File: src/rtl/seq_chunk_adder_if.sv
// Operand/result bundle for the chunked adder: start/busy/done handshake
// plus operand inputs and registered result outputs.
interface seq_chunk_adder_if #(
  parameter int WIDTH = 16
);
  logic             start;
  logic             sub;
  logic [WIDTH-1:0] a;
  logic [WIDTH-1:0] b;
  logic             c;
  logic             busy;
  logic             done;
  logic [WIDTH-1:0] sum;
  logic             cout;
  logic             ovf;

  modport master (
    output start, sub, a, b, c,
    input  busy, done, sum, cout, ovf
  );

  modport slave (
    input  start, sub, a, b, c,
    output busy, done, sum, cout, ovf
  );
endinterface

File: src/rtl/seq_chunk_adder.sv
// Multi-cycle add/subtract: one CHUNK-bit ripple slice reused NCH times,
// with the carry held in a register between chunks.
module seq_chunk_adder #(
  parameter int WIDTH = 16,
  parameter int CHUNK = 4
) (
  input logic              clk,
  input logic              rst_n,
  seq_chunk_adder_if.slave bus
);
  localparam int NCH = WIDTH / CHUNK;
  localparam int IW  = (NCH > 1) ? $clog2(NCH) : 1;

  typedef enum logic [1:0] {
    IDLE = 2'd0,
    RUN  = 2'd1,
    DONE = 2'd2
  } state_t;

  state_t           state_q, state_d;
  logic [IW-1:0]    idx_q, idx_d;
  logic             carry_q, carry_d;
  logic [WIDTH-1:0] a_q, a_d;
  logic [WIDTH-1:0] b_q, b_d;
  logic [WIDTH-1:0] s_q, s_d;
  logic [WIDTH-1:0] sum_q, sum_d;
  logic             cout_q, cout_d;
  logic             ovf_q, ovf_d;
  logic             done_q, done_d;
  logic             busy_q, busy_d;

  logic [CHUNK:0]   slice_s;
  logic [WIDTH-1:0] res_s;
  logic             msb_cin_s;

  // Next-state and datapath: operands shift right so the active chunk is always the low one
  always_comb begin
    slice_s   = {1'b0, a_q[CHUNK-1:0]} + {1'b0, b_q[CHUNK-1:0]} + {{CHUNK{1'b0}}, carry_q};
    res_s     = (s_q >> CHUNK) | (WIDTH'(slice_s[CHUNK-1:0]) << (WIDTH - CHUNK));
    // On the final chunk the low slice holds the operand MSBs, so this recovers the carry into bit WIDTH-1.
    msb_cin_s = a_q[CHUNK-1] ^ b_q[CHUNK-1] ^ slice_s[CHUNK-1];

    state_d = state_q;
    idx_d   = idx_q;
    carry_d = carry_q;
    a_d     = a_q;
    b_d     = b_q;
    s_d     = s_q;
    sum_d   = sum_q;
    cout_d  = cout_q;
    ovf_d   = ovf_q;
    done_d  = done_q;
    busy_d  = busy_q;

    case (state_q)
      IDLE: begin
        if (bus.start) begin
          a_d     = bus.a;
          b_d     = bus.sub ? ~bus.b : bus.b;
          carry_d = bus.c ^ bus.sub;
          idx_d   = '0;
          s_d     = '0;
          busy_d  = 1'b1;
          state_d = RUN;
        end else begin
          state_d = IDLE;
        end
      end
      RUN: begin
        a_d     = a_q >> CHUNK;
        b_d     = b_q >> CHUNK;
        carry_d = slice_s[CHUNK];
        s_d     = res_s;
        if (idx_q == IW'(NCH - 1)) begin
          sum_d   = res_s;
          cout_d  = slice_s[CHUNK];
          ovf_d   = msb_cin_s ^ slice_s[CHUNK];
          done_d  = 1'b1;
          state_d = DONE;
        end else begin
          idx_d   = idx_q + 1'b1;
        end
      end
      DONE: begin
        done_d  = 1'b0;
        busy_d  = 1'b0;
        state_d = IDLE;
      end
      default: begin
        done_d  = 1'b0;
        busy_d  = 1'b0;
        state_d = IDLE;
      end
    endcase
  end

  // State and output registers with synchronous active-low reset
  always_ff @(posedge clk) begin
    if (!rst_n) begin
      state_q <= IDLE;
      idx_q   <= '0;
      carry_q <= 1'b0;
      a_q     <= '0;
      b_q     <= '0;
      s_q     <= '0;
      sum_q   <= '0;
      cout_q  <= 1'b0;
      ovf_q   <= 1'b0;
      done_q  <= 1'b0;
      busy_q  <= 1'b0;
    end else begin
      state_q <= state_d;
      idx_q   <= idx_d;
      carry_q <= carry_d;
      a_q     <= a_d;
      b_q     <= b_d;
      s_q     <= s_d;
      sum_q   <= sum_d;
      cout_q  <= cout_d;
      ovf_q   <= ovf_d;
      done_q  <= done_d;
      busy_q  <= busy_d;
    end
  end

  assign bus.busy = busy_q;
  assign bus.done = done_q;
  assign bus.sum  = sum_q;
  assign bus.cout = cout_q;
  assign bus.ovf  = ovf_q;
endmodule

File: src/flat_wrapper.sv
// flat-port wrapper written by rule: the top's interface ports become plain ports
module seq_chunk_adder_flat 
#(
  parameter int WIDTH = 16,
  parameter int CHUNK = 4
)
  (clk, rst_n, bus_start, bus_sub, bus_a, bus_b, bus_c, bus_busy, bus_done, bus_sum, bus_cout, bus_ovf);
  seq_chunk_adder_if #(.WIDTH(WIDTH)) bus_i ();
  input logic clk;
  input logic rst_n;
  input wire logic [$bits(bus_i.start)-1:0] bus_start;
  input wire logic [$bits(bus_i.sub)-1:0] bus_sub;
  input wire logic [$bits(bus_i.a)-1:0] bus_a;
  input wire logic [$bits(bus_i.b)-1:0] bus_b;
  input wire logic [$bits(bus_i.c)-1:0] bus_c;
  output wire logic [$bits(bus_i.busy)-1:0] bus_busy;
  output wire logic [$bits(bus_i.done)-1:0] bus_done;
  output wire logic [$bits(bus_i.sum)-1:0] bus_sum;
  output wire logic [$bits(bus_i.cout)-1:0] bus_cout;
  output wire logic [$bits(bus_i.ovf)-1:0] bus_ovf;
  assign bus_i.start = bus_start;
  assign bus_i.sub = bus_sub;
  assign bus_i.a = bus_a;
  assign bus_i.b = bus_b;
  assign bus_i.c = bus_c;
  assign bus_busy = bus_i.busy;
  assign bus_done = bus_i.done;
  assign bus_sum = bus_i.sum;
  assign bus_cout = bus_i.cout;
  assign bus_ovf = bus_i.ovf;
  seq_chunk_adder #(.WIDTH(WIDTH), .CHUNK(CHUNK)) u_core (.clk(clk), .rst_n(rst_n), .bus(bus_i));
endmodule
File: config.mk
export PLATFORM = sky130hd
export DESIGN_NAME = seq_chunk_adder_flat
export DESIGN_NICKNAME = d
export VERILOG_FILES = /design/src/rtl/seq_chunk_adder_if.sv /design/src/rtl/seq_chunk_adder.sv /design/src/flat_wrapper.sv
export SDC_FILE = /design/constraint.sdc
export NUM_CORES = 1
export LEC_CHECK = 0
export ABC_AREA = 1
export BUFFER_PORTS_ARGS = -buffer_cell sky130_fd_sc_hd__buf_2
export CAP_MARGIN = 20
export CORE_ASPECT_RATIO = 1.25
export CORE_MARGIN = 4
export CORE_UTILIZATION = 45
export DETAILED_ROUTE_END_ITERATION = 8
export GPL_TIMING_DRIVEN = 0
export PLACE_DENSITY = 0.76
export SLEW_MARGIN = 20
export SYNTH_ARGS = -nofsm -noshare
export SYNTH_HDL_FRONTEND = slang
export SYNTH_SLANG_ARGS = --single-unit
File: constraint.sdc
create_clock -name clk -period 1.7 [get_ports clk]
set_input_delay 0.255 -clock clk [delete_from_list [all_inputs] [get_ports clk]]
set_output_delay 0.255 -clock clk [all_outputs]
set_load 0.02 [all_outputs]
Word level (Yosys, flattened, before mapping)
Index checks and enable logic that the tools add are counted.
- input bits: 37
- register bits after elaboration: 73
- logic and storage cells: 53
- output and inout bits: 20
- eq/ne operators: 5
- mux-type cells: 19
- reductions and logical operators: 7
- bitwise operators: 8
- $add $sub $neg: 3
- operators with widths (cell ; number):
    one-hot mux 16 bit (2 select lines) ; 3
    two-way mux 16 bit ; 4
    inverter 16 bit ; 1
    bitwise OR 12 x 16 -> 16 bit ; 1
    one-hot mux 2 bit (2 select lines) ; 2
    AND reduction 2 bit ; 4
    two-way mux 2 bit ; 3
    one-hot mux 1 bit (2 select lines) ; 3
    adder 4 x 4 -> 5 bit ; 1
    adder 5 x 1 -> 5 bit ; 1
    two-way mux 1 bit ; 4
    inequality test 2 bit (second input constant) ; 2
    XOR 1 bit ; 4
    AND reduction 3 bit ; 1
    adder 2 x 1 -> 2 bit (second input constant) ; 1
    == test 2 x 1 -> 1 bit (second input constant) ; 1
    == test 2 bit (second input constant) ; 1
    zero test 2 bit ; 1
    inequality test 2 x 1 -> 1 bit (second input constant) ; 1
    inverter 1 bit ; 2
    nonzero test 2 bit ; 1

Depth between registers and ports, before layout
- word-level depth: 4
- gate-level depth with buffers: 8
- mapped depth without buffers: 8

Least setup slack after synthesis
OpenSTA, ideal clock, no wires.
- path type: reg2reg
- from: register u_core.b_q[0]
- to: register u_core.ovf_q (netlist: u_core.bus.ovf)
- period minus slack after synthesis: 1.650 ns
- data required time: 1.644 ns
- path slack: 0.050 ns
- library setup time: 0.056 ns
- cell stages (with the launch flop): 9
- data arrival time: 1.594 ns
- path buffers: 0
- path through: dfxtp_1 -> fa_1 -> fa_1 -> nand3_1 -> nor2b_1 -> nand2_1 -> nand3_1 -> nand2_1 -> inv_1
- longest elaborated chain between the ends: 4
- ends and longest elaborated chain (element ; line ; text):
    start: declaration ; seq_chunk_adder.sv:24 ; logic [WIDTH-1:0] b_q, b_d;
    start signal: assignment ; seq_chunk_adder.sv:104 ; b_q <= '0;
    start signal: assignment ; seq_chunk_adder.sv:116 ; b_q <= b_d;
    adder 4 x 4 -> 5 bit (*) ; seq_chunk_adder.sv:38 ; slice_s = {1'b0, a_q[CHUNK-1:0]} + {1'b0, b_q[CHUNK-1:0]} + {{CHUNK{1'b0}}, carry_q};
    adder 5 x 1 -> 5 bit (*) ; seq_chunk_adder.sv:38 ;
    XOR 1 bit ; seq_chunk_adder.sv:41 ; msb_cin_s = a_q[CHUNK-1] ^ b_q[CHUNK-1] ^ slice_s[CHUNK-1];
    XOR 1 bit (*) ; seq_chunk_adder.sv:77 ; ovf_d = msb_cin_s ^ slice_s[CHUNK];
    end signal: assignment ; seq_chunk_adder.sv:120 ; ovf_q <= ovf_d;
    end: declaration ; seq_chunk_adder.sv:28 ; logic ovf_q, ovf_d;
Every way passes the cells marked *; elsewhere a longest branch is shown, timed or not.
A chain may end at the register's enable or synchronous reset.

Final worst setup path
- from: register u_core.carry_q
- to: register u_core.ovf_q (netlist: u_core.bus.ovf)
- longest elaborated chain between the ends: 3
- ends and longest elaborated chain (element ; line ; text):
    start: declaration ; seq_chunk_adder.sv:22 ; logic carry_q, carry_d;
    start signal: assignment ; seq_chunk_adder.sv:114 ; carry_q <= carry_d;
    adder 5 x 1 -> 5 bit (*) ; seq_chunk_adder.sv:38 ;
    XOR 1 bit ; seq_chunk_adder.sv:41 ;
    XOR 1 bit (*) ; seq_chunk_adder.sv:77 ;
Marked as above.

==> impl_metrics.yaml <==
run_status:
  outcome: "finished clean"
clock_tree:
  clockBufferDepth: 2
  cts_root_buffer: "clkbuf_8"
  cts.sinks: 69
  clkSlewWorstSetupHoldPaths_ps: 80
  cts.htree.levels: 3
  cts_tree: "built"
  insertion_delay_ps: 350
  cts_buffers: 9
  postCtsSetupBuffers: 0
setup_path:
  critPathArrivalTime_ps: 1900
  cp_slowest_cell: "fa_2"
  timing.rr.start: "u_core.carry_q"
  timing.rr.end: "u_core.bus.ovf"
  path_cells: "fa_2, fa_2, nand3_2, nand3_2, nand3_1, nand3_1, nand2_1, inv_1"
  r2r_slack_ps: 50
  slowest_delay_ps: 400
  r2r_cells: 8
  critPathRequiredTime_ps: 1950
  critPathKind: "flop to flop"
  crit_fanout: 2
  end_kind: "flop"
  cp-start-kind: "flop"
power_and_ir_drop:
  p_seq_frac: 0.456
  powerDensity_nw_per_um2: 1059
  vdd_drop_max_uv: 556.6
  finalPower_uw: 3834
  p_sw_uw: 937.6
  clkPwrFrac: 0.427
  swShare: 0.2445
  p_int_uw: 2897
  leakage_uw: 0.001663
  power_frac_comb: 0.117
timing:
  fin_ws_ps: 51.80
  setup_violations: 0
  hold_viol_final: 0
  max_clock_freq_mhz: 606.7
  skew_ps: 10.78
  hold_ws_ps: 141.6
  period_needed_ps: 1648
  relSlewSlack: 0.5989
  fin_crit_sh: 0.9695
  worst_pin_slew_ps: 599.5
  drv_slew: 0
final_layout:
  antenna_cells: 0
  final_nets: 490
  final_util: 0.5762
  stdcell_count: 537
  drive_gt1_frac: 0.2323
  syn2layout_area_growth_pct: 22.00
grt:
  grt_overflow: 0
  grt_pass1_vias: 2561
  grt_use_total: 0.1869
  antenna_found_initial: 0
  grt_max_degree: 13
  grt_pass1_wl_mm: 11.57
logic_synthesis:
  synth_fa_ha_area_frac: 0.03034
  synth_top_cell_by_area: "dfxtp_1"
  postSynthNetCount: 424
  synth_xor_area_frac: 0.04720
  synthTopCellsByCount: "nand2_1 (92), dfxtp_1 (69), a21oi_1 (50), o21ai_0 (42), nor2_1 (38)"
  yosysWarningCount: 0
  synth_top_area_share: 0.4652
  synth_edf_count: 0
  seq_area_frac_synth: 0.4652
  synth_compound_area_frac: 0.1825
  synth_top_family_by_area: "simple AND/OR/NAND/NOR gates"
  yosysUniqueCellTypes: 25
  synthArstFlopShare: 0
  ys.flop_type: "dfxtp_1"
  yosysMostFrequentCell: "nand2_1"
  yosys-top-cells-area: "dfxtp_1 (47%), nand2_1 (12%), a21oi_1 (8.4%), o21ai_0 (7.1%), nor2_1 (4.8%)"
  syn_avg_cell_area_um2: 7.793
  syn_area_um2: 2969
  synthMuxAreaShare: 0
  ys_ff_latch: 69
  synth_cells: 381
  synthSimpleGateAreaFrac: 0.2027
placed_design:
  portBuffers: 55
  gp_congestion: 0.7988
  dp_cells: 521
  dpl.hpwl_mm: 5.003
  pre_cts_slack_ps: -62.46
floorplanning:
  die_w_um: 80.65
  fp.dieArea_um2: 7969
  initial_core_util: 0.4723
  io_pins: 57
  die_y_um: 98.82
  core-area_um2: 6286
  rows: 32
routing:
  drt-vias-per-instance: 5.013
  firstDrtPassIters: 4
  vias: 2692
  drc: 0
  ant_nets: 0
  routed_wl_mm: 6.948
  drt_iter0_markers: 124
  wl_per_cell_um: 12.94
min_path:
  min_delay_path_depth: 3
  whs_endpoint: "u_core.a_q[13]"
  min_from: "bus_a[13]"
  worstHoldPathType: "primary input to flop"
run:
  maxCapViolations: 0
## cells in the final DEF, fill, tap and decap left out, types with 8 or more instances in the layout
master / instances
clkbuf_8: 10
a31oi_1: 13
dfxtp_1: 68
a21oi_1: 50
nand2_1: 92
nor2_1: 38
buf_2: 62
o21ai_0: 42
inv_1: 8
xor2_1: 16
nand3_1: 9
## cells by family (layout without fill, tap and decap cells)
logic type | count (synthesis) | in the layout
and+or+nand+nor | 148 | 148
buffers and inverters | 37 | 108
xor gates and xnor gates | 16 | 16
adders and majority gates | 6 | 6
DFF | 69 | 69
AOI/OAI and AO/OA | 105 | 105
## worst max-delay path: cells and delay by family, from the launching register on
kind                       cells  cell delay (ps)
adders and majority gates      2              790
and+or+nand+nor                5              380
DFF                            1              330
buffers and inverters          1               30
## metrics by stage
stage / setup TNS, ps / instance area (um2)
after global placement: -52.72 / 3351
final: 0 / 3622
after CTS: 0 / 3606
after detailed placement: -62.46 / 3351
after global routing: -7.765 / 3622
after floorplan: 0 / 2969
## final cells by class
class                   count  area [um2]
clock inverters             6       110.1
clock buffers              10       137.6
repair buffers             55       275.3
multi-input cells         275        1396
inverters                  13       50.05
well taps                  85       106.4
plain buffers              24       163.9
fillers                   615        2664
flip-flops and latches     69        1383
## registers in the layout, summed over array words and instances, names as in the netlist
name             count
u_core.bus.done      1
u_core.carry_q       1
u_core.state_q       2
u_core.a_q          16
u_core.bus.busy      1
u_core.bus.sum      16
u_core.s_q          12
u_core.bus.ovf       1
u_core.idx_q         2
u_core.b_q          16
u_core.bus.cout      1
## layer usage
metal | GRT usage | wire, um | up-vias
met3 | 0.05027 | 429 | 11
met1 | 0.2232 | 2961 | 1216
met4 | 0.09233 | 135 | 0
li1 | - | - | 1390
met2 | 0.3061 | 3422 | 75
met5 | 0 | 0 | -
## how the worst max path moves through the flow
stage	from	end	slack, ps	cells past startpoint
floorplan	u_core.b_q[0]	u_core.bus.ovf	50	8
global placement	u_core.b_q[0]	u_core.bus.ovf	-50	8
detailed placement	u_core.b_q[0]	u_core.bus.ovf	-60	8
CTS	u_core.b_q[0]	u_core.bus.ovf	40	8
global route	u_core.carry_q	u_core.bus.ovf	-8	8
finish	u_core.carry_q	u_core.bus.ovf	50	8
## power by group through the flow
stage	Combinational, uW	Clock (uW)	Sequential, uW
2_1_floorplan	302	0	1780
3_3_place_gp	429	0	1780
3_5_place_dp	436	0	1780
4_1_cts	442	1660	1750
5_1_grt	505	1730	1760
6_report	449	1640	1750
## what timing repair did
action / in CTS / in global routing
endpoints found under the setup margin: 2 / 1
hold buffers: 0 / 0
cloned: 0 / 0
pin swaps: 0 / 2
resized for setup: 3 / 4
(Power assumes the default switching activity.)
